==> src/rtl/acc_chk_pkg.sv <==
// acc_chk_pkg
//   Shared types and constants for the acc_core receive-side stream checker.
//   - chk_state_e : checker state encoding (IDLE, PRIME, RUN, PASS, FAIL)
//   - CHK_DATA_W  : default stream word width
//   - LFSR_TAPS   : feedback mask of the 16-bit backpressure LFSR
//   - lfsr_step() : one shift of that LFSR
package acc_chk_pkg;

  localparam int unsigned CHK_DATA_W = 128;

  // Fibonacci taps 16,14,13,11 expressed on a right-shifting register:
  // tap n corresponds to state bit (16-n), i.e. bits 0, 2, 3 and 5.
  localparam logic [15:0] LFSR_TAPS = 16'h002D;

  typedef enum logic [2:0] {
    IDLE  = 3'd0,
    PRIME = 3'd1,
    RUN   = 3'd2,
    PASS  = 3'd3,
    FAIL  = 3'd4
  } chk_state_e;

  // Shift right; the XOR of the tapped bits enters at the MSB.
  function automatic logic [15:0] lfsr_step(input logic [15:0] s);
    return {^(s & LFSR_TAPS), s[15:1]};
  endfunction

endpackage

==> src/rtl/chk_lfsr16.sv <==
// chk_lfsr16
//   16-bit Fibonacci LFSR (taps 16,14,13,11) used to generate backpressure.
//   Ports:
//     clk_core   in   clock
//     rst_core_n in   synchronous active-low reset (loads SEED)
//     load_i     in   reload SEED (has priority over en_i)
//     en_i       in   advance one step
//     state_o    out  current LFSR state
//     next_o     out  value the LFSR will hold after this clock edge
module chk_lfsr16
  import acc_chk_pkg::*;
#(
  parameter logic [15:0] SEED = 16'hACE1
) (
  input  logic        clk_core,
  input  logic        rst_core_n,
  input  logic        load_i,
  input  logic        en_i,
  output logic [15:0] state_o,
  output logic [15:0] next_o
);

  logic [15:0] lfsr_q;
  logic [15:0] lfsr_d;

  always_comb begin
    lfsr_d = lfsr_q;
    if (load_i) begin
      lfsr_d = SEED;
    end else if (en_i) begin
      lfsr_d = lfsr_step(lfsr_q);
    end
  end

  always_ff @(posedge clk_core) begin
    if (!rst_core_n) begin
      lfsr_q <= SEED;
    end else begin
      lfsr_q <= lfsr_d;
    end
  end

  assign state_o = lfsr_q;
  assign next_o  = lfsr_d;

endmodule

==> config.mk <==
export PLATFORM = sky130hd
export DESIGN_NAME = chk_lfsr16
export DESIGN_NICKNAME = d
export VERILOG_FILES = /design/src/rtl/acc_chk_pkg.sv /design/src/rtl/chk_lfsr16.sv
export SDC_FILE = /design/constraint.sdc
export NUM_CORES = 1
export LEC_CHECK = 0
export CAP_MARGIN = 25
export CORE_MARGIN = 10
export CORE_UTILIZATION = 41
export CTS_CLUSTER_DIAMETER = 120
export DETAILED_ROUTE_END_ITERATION = 8
export PLACE_DENSITY = 0.82
export SLEW_MARGIN = 20
export SYNTH_ARGS = -nofsm -noshare
export SYNTH_HDL_FRONTEND = slang
export SYNTH_SLANG_ARGS = --single-unit
==> constraint.sdc <==
create_clock -name clk_core -period 2.7 [get_ports clk_core]
set_input_delay 0.54 -clock clk_core [delete_from_list [all_inputs] [get_ports clk_core]]
set_output_delay 0.54 -clock clk_core [all_outputs]
set_load 0.005 [all_outputs]
* Word level (Yosys, flattened, before mapping) *
Cells that the tools add are included.

word-level totals
  bits of input ports = 4
  output and inout port bits = 32
  word-level logic and storage cells = 4
  register bits after elaboration = 16

operators by class
  multiplexer cells = 2
  reductions and logical operators = 1

operator list
  operator              count
  2-to-1 mux 16 bit     2
  XOR reduction 16 bit  1

* Longest topological paths before layout *
  word-level depth = 3
  depth in mapped cells = 4

* Worst setup path after synthesis *
Ideal clock, no wire load.

  kind = input-to-output
  start = input port en_i
  end = output port next_o[0]
  arrival = 1159 ps
  stages on the path = 4
  data required time = 2160 ps
  slack = 1001 ps
  buffers on the path = 2
  path through = buf_6 > buf_4 > mux2i_1 > nand2_1

on the way
  cells in the longest elaborated chain, start to end = 2

RTL lines
  what               RTL line          source
  start, declared    chk_lfsr16.sv:18  input logic en_i,
  2-to-1 mux 16 bit  chk_lfsr16.sv:30  end else if (en_i) begin
  2-to-1 mux 16 bit  chk_lfsr16.sv:28  if (load_i) begin
  end, declared      chk_lfsr16.sv:20  output logic [15:0] next_o

No other way between the ends.

* Worst setup path after layout *
  start = input port en_i
  end = output port next_o[10]

Same word-level chain as after synthesis.

==> reports/qor.json <==
{
  "result_of_the_run": {"value": "finished clean"},
  "design.final.nets": {"value": 119},
  "slew-limit-headroom": {"value": 83.9, "unit": "%"},
  "postCtsHoldBufs": {"value": 0},
  "regToRegStartpoint": {"value": "state_o[3]$_SDFF_PN0_"},
  "synth_top_cells_by_area": {"value": "dfxtp_1 (46%), mux2i_1 (21%), nor3_1 (6.4%)"},
  "post-cts-setup-buffers": {"value": 0},
  "most_frequent_cell_after_synthesis": {"value": "dfxtp_1"},
  "tritoncts": {"value": "done"},
  "drc": {"value": 0},
  "post_synth_num_cell_types": {"value": 17},
  "place.gp.congestion": {"value": 0.739},
  "totalWireLength": {"value": 1960, "unit": "um"},
  "starting_density_of_the_core": {"value": 44.9, "unit": "%"},
  "syn-cell-area": {"value": 699, "unit": "sq um"},
  "setup_repair_after_global_routing_missed_its_margin": {"value": "no"},
  "drtIter0Drc": {"value": 5},
  "detail-route-antenna-nets": {"value": 0},
  "clk_latency": {"value": 280, "unit": "ps"},
  "fmax": {"value": 0.389, "unit": "GHz"},
  "clkSlewWorstSetupHoldPaths": {"value": 90, "unit": "ps"},
  "worstPathMaxFanout": {"value": 19},
  "yosysSeqAreaShare": {"value": 45.8, "unit": "%"},
  "fin_skew": {"value": 2.17, "unit": "ps"},
  "grt_start_max_net_pins": {"value": 20},
  "row_count": {"value": 14},
  "max_ffs_per_register": {"value": 16},
  "drive_above_1_share": {"value": 7.08, "unit": "%"},
  "die_area": {"value": 3760, "unit": "sq um"},
  "hold_depth": {"value": 2},
  "arrival": {"value": 2030, "unit": "ps"},
  "worst_ir_drop_vdd": {"value": 0.000280, "unit": "V"},
  "io_buffers": {"value": 35},
  "worst-setup-path-type": {"value": "in2out"},
  "postSynthRegisterBits": {"value": 16},
  "fillerInstances": {"value": 128},
  "worst-r2r-cell-count": {"value": 3},
  "synth_cells": {"value": 76},
  "clock_tree.buffer_depth": {"value": 2},
  "period_utilization_post_route": {"value": 95.1, "unit": "%"},
  "worstSetupEndpointType": {"value": "output pin"},
  "clock-sinks": {"value": 16},
  "timing.rr.end": {"value": "state_o[15]$_SDFF_PN1_"},
  "yosysWarnings": {"value": 0},
  "coreArea": {"value": 1560, "unit": "sq um"},
  "r2r_setup_slk": {"value": 1690, "unit": "ps"},
  "flow.area_growth_from_synthesis": {"value": 58.0, "unit": "%"},
  "ys_dominant_reg_cell": {"value": "dfxtp_1"},
  "synthesis.area_per_instance": {"value": 9.20, "unit": "sq um"},
  "synth-edff-count": {"value": 0},
  "min_period": {"value": 2570, "unit": "ps"},
  "fin_hold_ws": {"value": 555, "unit": "ps"},
  "cts_root_buffer": {"value": "clkbuf_4"},
  "power.leakage": {"value": 0.455, "unit": "nW"},
  "vias_in_the_first_global_route": {"value": 653},
  "synthesized_netlist_net_count": {"value": 80},
  "wl_per_cell": {"value": 15.2, "unit": "um"},
  "synthDominantCellAreaShare": {"value": 45.8, "unit": "%"},
  "synthDominantAreaCellType": {"value": "dfxtp_1"},
  "cp-start-kind": {"value": "input port"},
  "hold_path_class": {"value": "reg2reg"},
  "finalHoldViolations": {"value": 0},
  "cts_repair_resize_count": {"value": 0},
  "die-width": {"value": 61.3, "unit": "um"},
  "htree_levels": {"value": 1},
  "antenna_violations_before_repair": {"value": 0},
  "post_drt_via_cell_ratio": {"value": 5.12},
  "grt_overflow_total": {"value": 0},
  "finalSetupTns": {"value": 0, "unit": "ps"},
  "antenna_cells": {"value": 0},
  "synth_commonest_cells": {"value": "dfxtp_1 (16), mux2i_1 (15), nor3_1 (9), nor2_1 (8)"},
  "timing.hold.worst.start": {"value": "state_o[8]$_SDFF_PN0_"},
  "worstHoldEndpoint": {"value": "state_o[7]$_SDFF_PN1_"},
  "power-per-cell-area": {"value": 425, "unit": "nW/um^2"},
  "die_h": {"value": 61.3, "unit": "um"},
  "timing.max_cap.violations": {"value": 0},
  "finalMaxSlewViolations": {"value": 0},
  "cp_data_required_time": {"value": 2160, "unit": "ps"},
  "cts_inserted_buffers": {"value": 3},
  "grt_util_all_layers": {"value": 10.5, "unit": "%"},
  "tightest_slew": {"value": 239, "unit": "ps"},
  "dr.pass1.iters": {"value": 3},
  "place_hpwl": {"value": 1550, "unit": "um"},
  "vias": {"value": 661},
  "grt_pass1_wl": {"value": 2970, "unit": "um"},
  "top_level_ports": {"value": 36},
  "count_of_endpoints_failing_setup_in_the_final_report": {"value": 0},
  "postSynth.asyncResetShare": {"value": 0, "unit": "%"}
}
-- worst max-delay path by stage --
stage          from          to  slack (ps)  depth (start not counted)
6_report       en_i  next_o[10]         130                          5
5_1_grt        en_i  next_o[10]          40                          5
4_1_cts        en_i   next_o[6]         120                          5
3_5_place_dp   en_i   next_o[6]         120                          5
3_3_place_gp   en_i   next_o[6]         160                          5
2_1_floorplan  en_i   next_o[0]        1000                          4
-- through the flow --
step                power [mW]  instance area, sq um  std cells  util [%]  worst slack, ps
floorplan                0.298                   699         76         -             1000
global placement         0.349                  1080        126      69.4              159
detailed placement       0.350                  1080        126      69.4              125
CTS                      0.474                  1100        129      70.9              120
global route             0.490                  1100        129      70.9             40.4
finish                   0.469                  1100        129      70.9              132
-- layout by cell type, fill, tap and decap left out --
master	count
clkdlybuf4s50_1	35
dfxtp_1	16
mux2i_1	15
nor3_1	9
nor2_1	8
nand2_1	7
nand3_1	7
buf_4	4
clkbuf_4	3
xor2_1	2
inv_1	1
xnor2_1	1
a31oi_1	1
clkinv_1	1
nor4_1	1
a41oi_1	1
buf_12	1
-- cells by family (layout without fill, tap and decap cells) --
group | after synthesis | count (layout) | share of synthesized area (%)
DFF | 16 | 16 | 45.8
xor gates and xnor gates | 3 | 3 | 3.76
and+or+nand+nor | 32 | 32 | 20.4
muxes | 15 | 15 | 21.5
AOI/OAI and AO/OA | 2 | 2 | 2.15
buffers and inverters | 8 | 45 | 6.44
-- worst max-delay path, cell delays in order --
cell	delay, ps
clkdlybuf4s50_1	510
buf_12	180
mux2i_1	260
nand2_1	70
clkdlybuf4s50_1	460
-- power by group --
group	internal [mW]	switching, mW
sequential	0.244	0.00588
clock	0.0518	0.0738
combinational	0.0544	0.0396
total	0.350	0.119
-- metal layers --
metal	routed length [um]	vias up	track usage [%]
met4	38	0	5.86
met5	0	-	0
met2	942	24	18.0
met1	784	294	10.6
li1	-	339	-
met3	189	4	4.32
-- final cells by class --
type | instances | area (sq um) | area share (%)
Clock buffer | 3 | 22.5 | 2.04
Tap cell | 16 | 20.0 | 1.81
Timing Repair Buffer | 40 | 400 | 36.2
Sequential cell | 16 | 320 | 29.0
Multi-Input combinational cell | 52 | 334 | 30.2
Inverter | 2 | 7.51 | 0.680
Power figures use the tool's default switching activity.
